### config.mk
export PLATFORM = sky130hd
export DESIGN_NAME = sdram_bist
export DESIGN_NICKNAME = d
export VERILOG_FILES = /design/src/rtl/sdram_bist.sv
export SDC_FILE = /design/constraint.sdc
export NUM_CORES = 1
export LEC_CHECK = 0
export ABC_AREA = 1
export BUFFER_PORTS_ARGS = -buffer_cell sky130_fd_sc_hd__buf_2
export CAP_MARGIN = 20
export CORE_MARGIN = 10
export CORE_UTILIZATION = 25
export CTS_BUF_LIST = sky130_fd_sc_hd__clkbuf_8 sky130_fd_sc_hd__clkbuf_16
export CTS_CLUSTER_SIZE = 20
export DETAILED_ROUTE_END_ITERATION = 8
export PLACE_DENSITY = 0.43
export SLEW_MARGIN = 5
export SYNTH_ARGS = -nofsm -noshare
export SYNTH_HDL_FRONTEND = slang
export SYNTH_SLANG_ARGS = --single-unit
### constraint.sdc
create_clock -name clk -period 2.8 [get_ports clk]
set_input_delay 0.28 -clock clk [delete_from_list [all_inputs] [get_ports clk]]
set_output_delay 0.28 -clock clk [all_outputs]
set_load 0.05 [all_outputs]
### src/rtl/sdram_bist.sv
// Traffic generator and readback checker for the sdram_core request port.
// Runs sequential or xorshift patterns and records mismatches and timeouts.
module sdram_bist #(
  parameter int unsigned ADDR_WIDTH = 32,
  parameter int unsigned DATA_WIDTH = 32,
  parameter int unsigned NUM_WORDS = 16,
  parameter logic [ADDR_WIDTH-1:0] BASE_ADDR = '0,
  parameter logic [31:0] ADDR_RANGE_MASK = 32'h00FF_FFFF,
  parameter logic [31:0] SEED = 32'hACE1_1234,
  parameter int unsigned TIMEOUT_CYCLES = 4096
) (
  input  logic                  clk,
  input  logic                  rst,
  input  logic                  start,
  input  logic [1:0]            mode,
  output logic                  busy,
  output logic                  done,
  output logic                  pass,
  output logic                  timeout,
  output logic [15:0]           err_count,
  output logic [ADDR_WIDTH-1:0] first_err_addr,
  output logic [DATA_WIDTH-1:0] first_err_data,
  output logic [ADDR_WIDTH-1:0] addr,
  output logic [DATA_WIDTH-1:0] write_data,
  output logic                  wr,
  output logic                  rd,
  input  logic                  rdy,
  input  logic                  wvalid,
  input  logic                  rvalid,
  input  logic [DATA_WIDTH-1:0] read_data
);

  localparam int unsigned BYTES = DATA_WIDTH / 8;
  localparam int unsigned IW = (NUM_WORDS > 1) ? $clog2(NUM_WORDS) : 1;
  localparam int unsigned TW = $clog2(TIMEOUT_CYCLES + 1);
  localparam logic [IW-1:0] LAST_IDX = IW'(NUM_WORDS - 1);
  localparam logic [TW-1:0] TO_LAST = TW'(TIMEOUT_CYCLES - 1);

  function automatic logic [31:0] xorshift(input logic [31:0] x);
    logic [31:0] y;
    y = x ^ (x << 13);
    y = y ^ (y >> 17);
    y = y ^ (y << 5);
    return y;
  endfunction

  // Generator registers hold the value already advanced once from the seed.
  localparam logic [31:0] SEED_D = xorshift(SEED);
  localparam logic [31:0] SEED_A = xorshift(SEED ^ 32'h5A5A_5A5A);

  function automatic logic [ADDR_WIDTH-1:0] gen_addr(input logic [IW-1:0] idx,
                                                      input logic [31:0] ra,
                                                      input logic rnd);
    return rnd ? BASE_ADDR + ADDR_WIDTH'(ra & ADDR_RANGE_MASK & ~32'(BYTES - 1))
               : BASE_ADDR + ADDR_WIDTH'(idx) * ADDR_WIDTH'(BYTES);
  endfunction

  function automatic logic [DATA_WIDTH-1:0] gen_data(input logic [IW-1:0] idx,
                                                      input logic [31:0] rdv,
                                                      input logic rnd);
    return rnd ? rdv[DATA_WIDTH-1:0] : DATA_WIDTH'(idx);
  endfunction

  typedef enum logic [2:0] {IDLE, WR_REQ, WR_WAIT, RD_REQ, RD_WAIT, DONE} state_t;

  state_t          state;
  logic [1:0]      mode_q;
  logic [IW-1:0]   index;
  logic [31:0]     rand_d;
  logic [31:0]     rand_a;
  logic [TW-1:0]   tcnt;

  logic            rnd_addr_c;
  logic            rnd_data_c;
  logic [IW-1:0]   idx_next_c;
  logic [31:0]     rd_adv_c;
  logic [31:0]     ra_adv_c;
  logic [DATA_WIDTH-1:0] exp_data_c;
  logic            mismatch_c;
  logic            active_c;
  logic            progress_c;
  logic            tmo_c;

  assign rnd_addr_c = (mode_q == 2'd2);
  assign rnd_data_c = (mode_q == 2'd1) || (mode_q == 2'd2);
  assign idx_next_c = index + IW'(1);
  assign rd_adv_c   = xorshift(rand_d);
  assign ra_adv_c   = xorshift(rand_a);
  assign exp_data_c = gen_data(index, rand_d, rnd_data_c);
  assign mismatch_c = (read_data != exp_data_c);
  assign active_c   = (state == WR_REQ) || (state == WR_WAIT) ||
                      (state == RD_REQ) || (state == RD_WAIT);
  assign progress_c = ((state == WR_REQ) && rdy) || ((state == WR_WAIT) && wvalid) ||
                      ((state == RD_REQ) && rdy) || ((state == RD_WAIT) && rvalid);
  assign tmo_c      = active_c && !progress_c && (tcnt >= TO_LAST);

  always_ff @(posedge clk) begin
    if (rst) begin
      state          <= IDLE;
      mode_q         <= '0;
      index          <= '0;
      rand_d         <= '0;
      rand_a         <= '0;
      tcnt           <= '0;
      busy           <= 1'b0;
      done           <= 1'b0;
      pass           <= 1'b0;
      timeout        <= 1'b0;
      err_count      <= '0;
      first_err_addr <= '0;
      first_err_data <= '0;
      addr           <= '0;
      write_data     <= '0;
      wr             <= 1'b0;
      rd             <= 1'b0;
    end else if (tmo_c) begin
      state      <= DONE;
      wr         <= 1'b0;
      rd         <= 1'b0;
      write_data <= '0;
      busy       <= 1'b0;
      done       <= 1'b1;
      timeout    <= 1'b1;
      pass       <= 1'b0;
    end else begin
      if (active_c) tcnt <= tcnt + TW'(1);
      case (state)
        IDLE, DONE: begin
          if (start) begin
            err_count      <= '0;
            first_err_addr <= '0;
            first_err_data <= '0;
            timeout        <= 1'b0;
            done           <= 1'b0;
            pass           <= 1'b0;
            busy           <= 1'b1;
            mode_q         <= mode;
            index          <= '0;
            rand_d         <= SEED_D;
            rand_a         <= SEED_A;
            tcnt           <= '0;
            addr           <= gen_addr(IW'(0), SEED_A, mode == 2'd2);
            write_data     <= gen_data(IW'(0), SEED_D, (mode == 2'd1) || (mode == 2'd2));
            wr             <= 1'b1;
            state          <= WR_REQ;
          end
        end
        WR_REQ: begin
          if (rdy) begin
            wr         <= 1'b0;
            write_data <= '0;
            state      <= WR_WAIT;
          end
        end
        WR_WAIT: begin
          if (wvalid) begin
            tcnt <= '0;
            if (rnd_addr_c) begin
              // Interleaved mode reads back the same word straight away.
              rd    <= 1'b1;
              state <= RD_REQ;
            end else if (index == LAST_IDX) begin
              index  <= '0;
              rand_d <= SEED_D;
              addr   <= gen_addr(IW'(0), rand_a, 1'b0);
              rd     <= 1'b1;
              state  <= RD_REQ;
            end else begin
              index      <= idx_next_c;
              rand_d     <= rd_adv_c;
              addr       <= gen_addr(idx_next_c, rand_a, 1'b0);
              write_data <= gen_data(idx_next_c, rd_adv_c, rnd_data_c);
              wr         <= 1'b1;
              state      <= WR_REQ;
            end
          end
        end
        RD_REQ: begin
          if (rdy) begin
            rd    <= 1'b0;
            state <= RD_WAIT;
          end
        end
        RD_WAIT: begin
          if (rvalid) begin
            if (mismatch_c) begin
              if (err_count != 16'hFFFF) err_count <= err_count + 16'd1;
              if (err_count == '0) begin
                first_err_addr <= addr;
                first_err_data <= read_data;
              end
            end
            if (index == LAST_IDX) begin
              busy  <= 1'b0;
              done  <= 1'b1;
              pass  <= (err_count == '0) && !mismatch_c;
              state <= DONE;
            end else begin
              index  <= idx_next_c;
              rand_d <= rd_adv_c;
              tcnt   <= '0;
              if (rnd_addr_c) begin
                rand_a     <= ra_adv_c;
                addr       <= gen_addr(idx_next_c, ra_adv_c, 1'b1);
                write_data <= gen_data(idx_next_c, rd_adv_c, rnd_data_c);
                wr         <= 1'b1;
                state      <= WR_REQ;
              end else begin
                addr  <= gen_addr(idx_next_c, rand_a, 1'b0);
                rd    <= 1'b1;
                state <= RD_REQ;
              end
            end
          end
        end
        default: state <= IDLE;
      endcase
    end
  end

endmodule
# Word-level counts from Yosys, hierarchy flattened
# Cells that the tools add are included.
[classes]
n_eq_ne = 33
n_mux = 99
mul = 0
bitwise = 7
reduce_logical = 40
n_addsub = 3
shift = 0
n_div = 0
order_cmp = 1
[op_table]
columns = ["op", "count"]
rows = [
  ["32-bit two-way mux", 32],
  ["32-bit one-hot mux with 2 select lines", 3],
  ["32-bit one-hot mux with 3 select lines", 2],
  ["32-bit one-hot mux with 4 select lines", 1],
  ["32-bit bitwise XOR", 4],
  ["13-bit two-way mux", 5],
  ["16-bit two-way mux", 4],
  ["32-bit by 15-bit bitwise XOR with 32-bit output", 2],
  ["13-bit one-hot mux with 3 select lines", 1],
  ["32-bit inequality test", 1],
  ["16-bit one-hot mux with 2 select lines", 1],
  ["31-bit two-way mux", 1],
  ["24-bit two-way mux", 1],
  ["4-bit two-way mux", 6],
  ["1-bit two-way mux", 23],
  ["23-bit two-way mux", 1],
  ["2-bit inequality test (second input constant)", 11],
  ["3-bit two-way mux", 7],
  ["6-bit AND reduction", 3],
  ["16-bit by 1-bit adder with 16-bit output (second input constant)", 1],
  ["16-bit logical NOT", 1],
  ["16-bit inequality test (second input constant)", 1],
  ["3-bit inequality test (second input constant)", 5],
  ["3-bit one-hot mux with 5 select lines", 1],
  ["other kinds (32)", 65],
]
[totals]
latchBits = 0
out_inout_bits = 150
rom_bits = 0
ff_bits = 236
ram_bits = 0
memories = 0
in_bits = 40

# Longest topological paths before layout
[logic_depth]
ltp_word = 10
ltp_mapped = 19

# Worst setup path before layout
# OpenSTA, ideal clock, no wires.
[synth_timing]
path_type = "register to register"
startpoint = "reg err_count[0]"
endpoint = "reg err_count[10]"
stages_incl_launch_ff = 11
arrival_time_ns = 2.327
setup_ns = 0.070
t_required_ns = 2.730
path_buffers = 1
path_slack_ns = 0.403
path_cell_list = "dfxtp_1 ha_1 nand2_1 nor3_1 nand4_1 nor3_1 nor3_4 nand2_2 buf_4 nand2_1 a21oi_1"
[synth_via]
elab_chain_cells = 5
elab_cells_between_ends = 8
cone_classes = "1 x add/sub; 2 x eq/ne; 4 x mux; 1 x reduce/logical"
[synth_rtl]
columns = ["item", "line", "text"]
rows = [
  ["from (decl)", "20", "output logic [15:0] err_count,"],
  ["from (signal assigned)", "187", "if (err_count != 16'hFFFF) err_count <= err_count + 16'd1;"],
  ["16-bit by 1-bit adder with 16-bit output", "187", ""],
  ["16-bit two-way mux", "187", ""],
  ["16-bit two-way mux", "186", "if (mismatch_c) begin"],
  ["16-bit two-way mux", "185", "if (rvalid) begin"],
  ["16-bit one-hot mux with 2 select lines", "127", "case (state)"],
]
# Several ways; a longest one is shown, not always the timed one. The select of a mux whose other input is x is not followed.
# A chain may end at the register's enable or synchronous reset.

# Final worst setup path
[layout_timing]
startpoint = "reg mode_q[0]"
endpoint = "reg first_err_addr[10]"
[layout_via]
elab_chain_cells = 6
elab_cells_between_ends = 7
cone_classes = "4 x eq/ne; 1 x mux; 2 x reduce/logical"
[layout_rtl]
columns = ["item", "line", "text"]
rows = [
  ["from (decl)", "67", "logic [1:0] mode_q;"],
  ["from (signal assigned)", "137", "mode_q <= mode;"],
  ["2-bit by 1-bit == test with 1-bit output / 2-bit == test (equally long branches)", "85", "assign rnd_data_c = (mode_q == 2'd1) || (mode_q == 2'd2);"],
  ["1-bit logical OR (*)", "85", ""],
  ["32-bit two-way mux (*)", "61", "return rnd ? rdv[DATA_WIDTH-1:0] : DATA_WIDTH'(idx);"],
  ["32-bit inequality test (*)", "90", "assign mismatch_c = (read_data != exp_data_c);"],
  ["2-bit inequality test (no line) (*)", "n/a", ""],
  ["6-bit AND reduction (no line) (*)", "n/a", ""],
  ["to (signal assigned)", "189", "first_err_addr <= addr;"],
  ["to (decl)", "21", "output logic [ADDR_WIDTH-1:0] first_err_addr,"],
]
# Every way passes the cells marked *; elsewhere a longest branch is shown, timed or not.

==> out/summary.txt <==
critical setup path kind: reg -> reg
core outline area: 45600 um^2
Root Buffer: clkbuf_16
Area growth syn-to-layout: 20.8%
Worst EP arrival: 2960 ps
clock power share: 17.1%
Hold WC Path Type: in -> reg
YS warnings: 0
met2 Use GR: 21.3%
power share of the sequential group: 25.4%
Logic pwr share: 57.5%
Initial DRT Pass Iterations: 5
Post-Place Cell Area: 13100 um^2
first-pass GRT wire length: 64.0 mm
FF+latch count, synth: 216
Final setup violation count: 0
worst path required time: 3250 ps
share of cells above drive strength 1: 15.2%
DR iter-0 viols: 694
Net Sw Frac: 52.5%
Hold Crit Depth: 3
Max Fanout on Critical Path: 37
Final ANT Viol Nets: 0
DR vias: 10900
commonest cells after routing, fill and taps aside: nand2_1 (376), nor2_1 (227), dfxtp_1 (216)
# rows: 78
Slew headroom: 45.3%
grt total ovfl: 0
unrepaired setup endpoints after global routing: yes
most common cell after layout, fill and taps aside: nand2_1
Tot GR Track Use: 14.3%
clk_skew: 15.5 ps
Min-Delay Endpoint: mode_q[0]
Synth Instances: 1678
number of global-route vias before repair: 10400
Slew @ Worst Pin: 821 ps
Die Ht: 235 um
FILL cells: 5047
met3 Use GR: 2.98%
TritonCTS clock tree: built
R2R setup slack: 290 ps
Syn Std Cell Area: 11600 um^2
CTS Sinks: 216
GR peak layer: met2
deepest clock path buffer count: 3
reg-to-reg critical path endpoint: first_err_addr[10]
fin area: 14000 um^2
hold_sp: mode[0]
sum of negative setup slack: 0 ps
die width: 235 um
clock-pin slew on the worst setup and hold paths: 60 ps
post-DP HPWL: 30.8 mm
P_int: 9.14 mW
pwr dens: 1380 nW/um^2
pin count of the biggest net entering global routing: 67
Tmin final: 2510 ps
Leak: 6.38 nW
I/O pins: 190
met1 usage: 20.7%
nature of the critical path startpoint: register
Largest delay share family, worst path: simple AND/OR/NAND/NOR gates
status: finished clean
initial antenna violation count: 3
max-cap viol count: 0
final WL: 41.3 mm
number of nets in the layout: 1882
final hold violation count: 0
Slowest Stage Delay on Critical Path: 380 ps
IO Port Bufs: 169
Inserted Clock Buffers: 27
register area share after synthesis: 37.4%
die area: 55200 um^2
Slew Viols, Final: 0
gpl congestion: 0.849
Via density: 4.43
Buf/Inv on CP: 4
Sw Pwr: 10.1 mW
critical-path cell list: inv_1, ha_1, inv_2, buf_12, nand3_1, nand2_1, nor2_1, nand2_1, nor2_1, nand3_1, nor2_2, nor2_4, buf_12, nand4_1, nand2_1, nor2_1
library cells used by synthesis: 46
H-tree Lvls: 1
DR DRC count: 0
final worst path period share: 89.7%
Initial Util: 25.4%
slowest library cell on the worst path: nor2_4
FMAX: 398 MHz
synthesized area per cell: 6.89 um^2
worst reg2reg path depth: 16
Max VDD drop: 0.757 mV
Worst-Skew Late Latency: 550 ps
Setup crit end kind: register
average wire per standard cell: 16.8 um
worst reg2reg path startpoint: mode_q[0]
==> state kept, by name, summed over array words and instances, names as in the netlist <==
register and flops:
pass 1, done 1, rand_d 32, rd 1, state 3, index 4
wr 1, timeout 1, addr 22, first_err_addr 22, err_count 16, tcnt 13
write_data 32, rand_a 32, busy 1, mode_q 2, first_err_data 32
==> layer usage <==
metal  wire [um]  share of wire, %
met1       20500                50
met2       17400                42
met3        2770               6.7
met4         616               1.5
met5          27             0.065
==> per-stage QoR <==
stage                     hold WS (ps)  cells  util [%]  total power [mW]  worst slack, ps
after detailed placement           454   2405      28.7              16.0             -137
after CTS                         71.3   2456      30.6              19.5              125
after floorplan                    375   1697         -              12.9              403
after global routing               123   2457      30.6              20.8            -30.8
after global placement             450   2405      28.7              16.0            -57.8
final                              114   2457      30.6              19.3              288
==> Yosys cell counts, drive strengths merged <==
library cell	instances	area [um^2]
nand3b	12	90.1
clkbuf	39	146
o2111a	1	11.3
o21a	5	37.5
nand4	26	169
inv	201	754
nor4	3	18.8
nor3	18	111
clkinv	5	18.8
xor2	53	464
xnor2	82	718
a22oi	20	150
nand2	381	1440
nor2	236	926
a211oi	6	45.0
a21oi	104	528
o211ai	2	20.0
o221ai	1	8.76
o211a	15	150
a31oi	19	119
ha	6	75.1
buf	61	377
o21ai	80	404
nor3b	1	7.51
dfxtp	216	4320
and2	1	6.26
conb	1	3.75
o22ai	1	6.26
nand3	79	400
or2	2	12.5
o21bai	1	7.51
==> power by group through the flow <==
stage / logic (mW) / clock network, mW / registers, mW
2_1_floorplan: 6.15 / 0 / 6.78
3_3_place_gp: 11.1 / 0 / 4.92
3_5_place_dp: 11.1 / 0 / 4.95
4_1_cts: 11.1 / 3.42 / 4.89
5_1_grt: 12.2 / 3.55 / 5.01
6_report: 11.1 / 3.30 / 4.89
==> kinds of logic after synthesis <==
family | Yosys count | share of synthesized area (%)
AO/OA/AOI/OAI | 255 | 12.9
other | 1 | 0.0325
XOR/XNOR | 135 | 10.2
flip-flops | 216 | 37.4
AND/OR/NAND/NOR | 759 | 27.6
buffers and inverters | 306 | 11.2
adder cells (fa/ha/maj) | 6 | 0.650
==> worst max-delay path by stage <==
| stage | from | slack [ps] | endpoint | cells past startpoint |
|---|---|---|---|---|
| 4_1_cts | mode_q[0] | 130 | err_count[13] | 16 |
| 5_1_grt | mode_q[0] | -30 | first_err_data[17] | 18 |
| 3_3_place_gp | mode_q[0] | -60 | err_count[8] | 15 |
| 2_1_floorplan | err_count[0] | 400 | err_count[10] | 10 |
| 6_report | mode_q[0] | 290 | first_err_addr[10] | 16 |
| 3_5_place_dp | mode_q[0] | -140 | err_count[13] | 15 |
==> worst register-to-register path, stage by stage (launching register included) <==
cell and delay (ps):
dfxtp_1 330, inv_1 50, ha_1 340, inv_2 110, buf_12 190, nand3_1 100
nand2_1 80, nor2_1 40, nand2_1 70, nor2_1 60, nand3_1 100, nor2_2 70
nor2_4 380, buf_12 250, nand4_1 120, nand2_1 100, nor2_1 40
==> cell type report <==
class / instances / area, um^2 / area share, %
inverter: 206 / 773 / 5.54
tap: 600 / 751 / 5.38
timing repair buffer: 210 / 1250 / 8.93
antenna: 1 / 2.50 / 0.0179
clock inverter: 16 / 71.3 / 0.511
multi-input combinational: 1175 / 6030 / 43.2
clock buffer: 33 / 758 / 5.43
sequential: 216 / 4320 / 31.0
==> what timing repair did <==
action                     4_1_cts  5_1_grt
setup endpoints to repair       16       40
buffers inserted                 0        0
gates resized for setup          1        2
hold buffers                     2        0
hold endpoints to repair         2        0
(Power assumes the default switching activity.)
